`src/rtl/rom_access_arbiter.sv`:
```
// rom_access_arbiter
// Sequences every read of the 512-byte instruction ROM for the multi-cycle
// MIPS32. Two requesters share the ROM: CPU instruction fetch (port 0) and
// the debug/monitor read port (port 1). Contention is resolved round-robin.
// A configurable number of wait states is inserted before the ROM data bus
// is sampled. Misaligned or out-of-range addresses are answered with an
// error response and never reach the ROM.
//
// Handshake (both ports): the requester raises req with a stable addr and
// holds both until it sees ack. ack is a single-cycle strobe; rdata and err
// are valid while ack=1 and hold until that port's next ack. A request is
// only sampled while the controller is IDLE. The ack cycle itself is an IDLE
// cycle, so a requester that drops req during its ack cycle is not granted
// again, while the other port's pending request is granted at the end of
// that cycle. A request withdrawn early still completes and is still acked.

module rom_access_arbiter #(
   parameter int WAIT_CYCLES = 1,
   parameter int ROM_BYTES   = 512
) (
   input  logic        clk,
   input  logic        nrst,
   // CPU instruction fetch port
   input  logic        cpu_req,
   input  logic [31:0] cpu_addr,
   output logic        cpu_ack,
   output logic [31:0] cpu_rdata,
   output logic        cpu_err,
   // debug / monitor read port
   input  logic        dbg_req,
   input  logic [31:0] dbg_addr,
   output logic        dbg_ack,
   output logic [31:0] dbg_rdata,
   output logic        dbg_err,
   // ROM interface
   output logic        rom_nce,
   output logic        rom_re,
   output logic [8:0]  rom_addr,
   input  logic [31:0] rom_data,
   // status
   output logic        busy,
   output logic [1:0]  fsm_state
);

   // controller states
   localparam logic [1:0] ST_IDLE   = 2'd0;
   localparam logic [1:0] ST_ACCESS = 2'd1;
   localparam logic [1:0] ST_RESP   = 2'd2;

   // port identifiers, also used for last_grant
   localparam logic PORT_CPU = 1'b0;
   localparam logic PORT_DBG = 1'b1;

   // last ACCESS cycle index and first illegal byte address
   localparam logic [3:0]  WAIT_LAST  = 4'(WAIT_CYCLES);
   localparam logic [31:0] ADDR_LIMIT = 32'(ROM_BYTES);

   logic [1:0]  state;
   logic [1:0]  next_state;
   logic        last_grant;
   logic        cur_port;
   logic        cur_err;
   logic [31:0] cur_word;
   logic [3:0]  wait_cnt;

   logic        grant_valid;
   logic        grant_port;
   logic [31:0] grant_addr;
   logic        grant_err;
   logic        access_done;

   // Arbitration and address check for a grant taken from IDLE this cycle
   always_comb begin
      grant_valid = 1'b0;
      grant_port  = PORT_CPU;
      grant_addr  = cpu_addr;
      grant_err   = 1'b0;
      if (state == ST_IDLE) begin
         grant_valid = cpu_req | dbg_req;
      end
      if (cpu_req && dbg_req) begin
         // round-robin: the port that did not win last time goes first
         grant_port = (last_grant == PORT_DBG) ? PORT_CPU : PORT_DBG;
      end else if (dbg_req) begin
         grant_port = PORT_DBG;
      end else begin
         grant_port = PORT_CPU;
      end
      grant_addr = (grant_port == PORT_DBG) ? dbg_addr : cpu_addr;
      grant_err  = (grant_addr[1:0] != 2'b00) || (grant_addr >= ADDR_LIMIT);
   end

   // The ROM cycle ends once the wait counter reaches the configured count
   always_comb begin
      access_done = (wait_cnt == WAIT_LAST);
   end

   // Next-state selection
   always_comb begin
      next_state = state;
      case (state)
         ST_IDLE: begin
            if (grant_valid) begin
               next_state = grant_err ? ST_RESP : ST_ACCESS;
            end
         end
         ST_ACCESS: begin
            if (access_done) begin
               next_state = ST_RESP;
            end
         end
         ST_RESP: begin
            next_state = ST_IDLE;
         end
         default: begin
            next_state = ST_IDLE;
         end
      endcase
   end

   // State register; busy is registered alongside it from the next state
   always_ff @(posedge clk) begin
      if (!nrst) begin
         state <= ST_IDLE;
         busy  <= 1'b0;
      end else begin
         state <= next_state;
         busy  <= (next_state != ST_IDLE);
      end
   end

   assign fsm_state = state;

   // Grant bookkeeping: who owns the current transaction and its error status
   always_ff @(posedge clk) begin
      if (!nrst) begin
         last_grant <= PORT_DBG;
         cur_port   <= PORT_CPU;
         cur_err    <= 1'b0;
      end else if (grant_valid) begin
         last_grant <= grant_port;
         cur_port   <= grant_port;
         cur_err    <= grant_err;
      end
   end

   // Wait-state counter, cleared on grant and advanced through ACCESS
   always_ff @(posedge clk) begin
      if (!nrst) begin
         wait_cnt <= 4'd0;
      end else if (grant_valid) begin
         wait_cnt <= 4'd0;
      end else if ((state == ST_ACCESS) && !access_done) begin
         wait_cnt <= wait_cnt + 4'd1;
      end
   end

   // ROM strobes: enabled from a legal grant until the data is captured
   always_ff @(posedge clk) begin
      if (!nrst) begin
         rom_nce  <= 1'b1;
         rom_re   <= 1'b0;
         rom_addr <= 9'd0;
      end else if (grant_valid && !grant_err) begin
         rom_nce  <= 1'b0;
         rom_re   <= 1'b1;
         rom_addr <= grant_addr[8:0];
      end else if ((state == ST_ACCESS) && access_done) begin
         rom_nce  <= 1'b1;
         rom_re   <= 1'b0;
      end
   end

   // Captured word: ROM data on the last ACCESS cycle, zero for an error
   always_ff @(posedge clk) begin
      if (!nrst) begin
         cur_word <= 32'd0;
      end else if (grant_valid && grant_err) begin
         cur_word <= 32'd0;
      end else if ((state == ST_ACCESS) && access_done) begin
         cur_word <= rom_data;
      end
   end

   // Response registers: one-cycle ack to the owning port, data/err held
   always_ff @(posedge clk) begin
      if (!nrst) begin
         cpu_ack   <= 1'b0;
         cpu_rdata <= 32'd0;
         cpu_err   <= 1'b0;
         dbg_ack   <= 1'b0;
         dbg_rdata <= 32'd0;
         dbg_err   <= 1'b0;
      end else begin
         cpu_ack <= 1'b0;
         dbg_ack <= 1'b0;
         if (state == ST_RESP) begin
            if (cur_port == PORT_CPU) begin
               cpu_ack   <= 1'b1;
               cpu_rdata <= cur_word;
               cpu_err   <= cur_err;
            end else begin
               dbg_ack   <= 1'b1;
               dbg_rdata <= cur_word;
               dbg_err   <= cur_err;
            end
         end
      end
   end

endmodule

```
`config.mk`:
```
export PLATFORM = sky130hd
export DESIGN_NAME = rom_access_arbiter
export DESIGN_NICKNAME = d
export VERILOG_FILES = /design/src/rtl/rom_access_arbiter.sv
export SDC_FILE = /design/constraint.sdc
export NUM_CORES = 1
export LEC_CHECK = 0
export BUFFER_PORTS_ARGS = -buffer_cell sky130_fd_sc_hd__buf_2
export CAP_MARGIN = 10
export CORE_MARGIN = 2
export CORE_UTILIZATION = 35
export DETAILED_ROUTE_END_ITERATION = 16
export GPL_TIMING_DRIVEN = 0
export REMOVE_ABC_BUFFERS = 1
export SETUP_SLACK_MARGIN = 0.02
export SYNTH_ARGS = -nofsm -noshare
export SYNTH_HDL_FRONTEND = slang
export SYNTH_SLANG_ARGS = --single-unit
```
`constraint.sdc`:
```
create_clock -name clk -period 2.8 [get_ports clk]
set_input_delay 0.42 -clock clk [delete_from_list [all_inputs] [get_ports clk]]
set_output_delay 0.42 -clock clk [all_outputs]
set_load 0.05 [all_outputs]
```
==> metrics.txt <==
outcome=finished clean; cts repair resizes=0; DRC Markers=0; met3 Usage GRT=under 10%; HP Start=rom_data[7]; TritonCTS buffer count=17; row count=42; layout cells sized above 1=about a third; Fillers=1320; Max VDD drop=0.3862 mV; # hold bufs at CTS=0; power density cells=621.0 nW/µm²; Die X=between 100 and 150 µm; worst-path fanout max=12; max_slew headroom=40.95%; routed len/inst=14.78 µm; Hold Path End=cur_word[7]; Root Buffer=clkbuf_16; Synth Warn #=0; DR vias=4350; P_sw=915.6 µW; CTS tree=done; prevailing post-synth register cell=dfxtp_1; Leak=0.002640 µW; Mapped Area=between 4000 and 5000 µm²; final setup fails=0; Post-synth ARST share=0%; Core Footprint=13240 µm²; largest net degree at the start of global routing=53; WS Path Type=reg2reg; CTS Sinks=121; Synth cell types=38; #FFs+latches synth=121; post-synth top area share=between 50% and 60%; drt pass-1 iters=4; hold path cells=3; vias in the first global route=4230; Power Total=3956 µW; unrepaired setup endpoints after global routing=false; diode count=0; I/O Pins=182; Min Hold Slack=approximately 260 ps; reg2reg setup slack=350 ps; die area=14510 µm²; Clock Power Share=49.1%; clk slew on worst S/H paths=60 ps; fin. max-slew vios=0; max cap viols=0; setup bufs post-CTS=0; Area Growth Syn to Fin=34.19%; met1 Use GR=about 23%; nature of the critical path startpoint=flip-flop; RR Startpoint=last_grant; first-pass GRT wire length=~21 mm; CP Data Arrival Time=2800 ps; initial antenna violation count=0; Mean Syn Cell Area=8.710 µm²; Required @ worst endpoint=3140 ps; DP Area=5842 µm²; Seq pwr share=44.0%; maximum buffer depth of the clock tree=2; Setup TNS=0 ps; fin crit share=87.66%; post-route cell area=6370 µm²; via/cell ratio=4.812; Sw Ratio=between 20% and 30%; PortBufs=181; Slew @ Worst Pin=884.7 ps; initial core utilization=35.85%; power share of the combinational group=6.9%; Post-synth EDFFs=0; DP HPWL=9.036 mm; Commonest cells post-synth=nand2_1, dfxtp_1, a21boi_0; H-tree levels=4; largest cells by area after synthesis=dfxtp_1, nand2_1, a21boi_0, a21oi_2, clkbuf_1; Critical Path Sink Type=flip-flop; Worst Skew=9.677 ps; post-route ant nets=0; Mapped Cells=545; Reg2Reg Capture Point=cur_word[17]; GP Congestion=0.8419; cell accounting for the most synthesized area=dfxtp_1; Tot GR Track Use=18.88%; Post-Route WL=between 10 and 15 mm; NumNets Final=817; busiest grt layer=met2; Fmax achieved=407.4 MHz; GRT met2 Usage=32.03%; Worst Hold Class=in2reg; DRT iter0 DRCs=262; internal power=3040 µW; die extent in y=roughly 120 µm; sequential area share after synthesis=51.03%; Reg2Reg Depth=7; most frequent cell after synthesis=nand2_1; fin crit period=2454 ps; grt total ovfl=0; final hold vios=0; Worst-Skew Late Latency=between 400 and 500 ps
## through the flow
| step | cells | util, % | setup WS (ps) |
|---|---|---|---|
| after global placement | 865 | 42.90 | -158.4 |
| after CTS | 904 | 48.10 | 310.6 |
| after floorplan | 508 | - | 593.2 |
| final | 904 | 48.10 | 345.6 |
| after detailed placement | 872 | 44.11 | 108.3 |
| after global routing | 904 | 48.10 | 213.9 |
## sequential cells by signal, summed over array words and instances, names as in the netlist, 2 cells and up
| register | flops |
|---|---|
| dbg_rdata | 32 |
| rom_addr | 9 |
| fsm_state | 2 |
| wait_cnt | 4 |
| cpu_rdata | 32 |
| cur_word | 32 |
## metal layers
layer	vias up	part of all wire [%]
met2	184	47
met5	-	0
met3	14	6.7
met4	0	1.5
met1	2007	44
li1	2145	-
## cells by family after synthesis
kind of cell | Yosys count | synth area share [%]
multiplexers | 7 | 1.476
XOR/XNOR | 3 | 0.5536
adder cells (fa/ha/maj) | 2 | 0.5271
buffers and inverters | 39 | 4.191
flip-flops | 121 | 51.03
AO/OA/AOI/OAI | 118 | 19.77
AND/OR/NAND/NOR | 255 | 22.46
## cell type report
cell class | count | area (µm²) | area share (%)
Inverter | 2 | 7.507 | 0.1179
Sequential cell | 121 | 2422 | 38.03
Clock inverter | 8 | 46.29 | 0.7268
Timing Repair Buffer | 188 | 1050 | 16.48
Multi-Input combinational cell | 385 | 2142 | 33.63
Clock buffer | 24 | 481.7 | 7.562
Tap cell | 176 | 220.2 | 3.457
## cell usage in the layout, fill, tap and decap left out, types with 3 or more instances in the layout
cell,Yosys,final
nand2_1,206,205
buf_2,11,181
dfxtp_1,121,121
a21boi_0,69,69
a21oi_2,30,30
clkbuf_16,0,17
nor2_1,9,9
nor4_1,9,9
mux2i_1,7,7
nand3_1,8,7
o211a_1,6,6
clkinv_2,0,6
a21oi_1,5,5
nor3_1,4,4
clkbuf_1,20,4
nand4_1,3,3
and2_1,4,3
clkbuf_8,0,3
buf_16,0,3
## worst max-delay path by stage
stage / startpoint / end / cells after the start / slack [ps]
final: last_grant / cur_word[17] / 7 / 350
after CTS: last_grant / cur_word[17] / 7 / 310
after detailed placement: cpu_req / cur_word[17] / 8 / 110
after floorplan: dbg_req / cur_word[0] / 5 / 590
after global routing: last_grant / cur_word[17] / 7 / 210
after global placement: fsm_state[1] / cpu_rdata[10] / 3 / -160
## critical path: stages, from the launching register on
cell and delay [ps]:
dfxtp_1 320, a21boi_2 560, nand4_2 240, o22ai_2 480
o21ai_4 270, buf_16 240, buf_16 160, a21oi_2 110
## power groups by stage
stage               clock network (µW)  registers (µW)  logic (µW)
CTS                               1980            1740         279
global route                      2060            1740         295
floorplan                            0            1790        86.1
global placement                     0            1770         239
finish                            1940            1740         274
detailed placement                   0            1780         279
No activity file was read; power rests on OpenSTA's default activity.
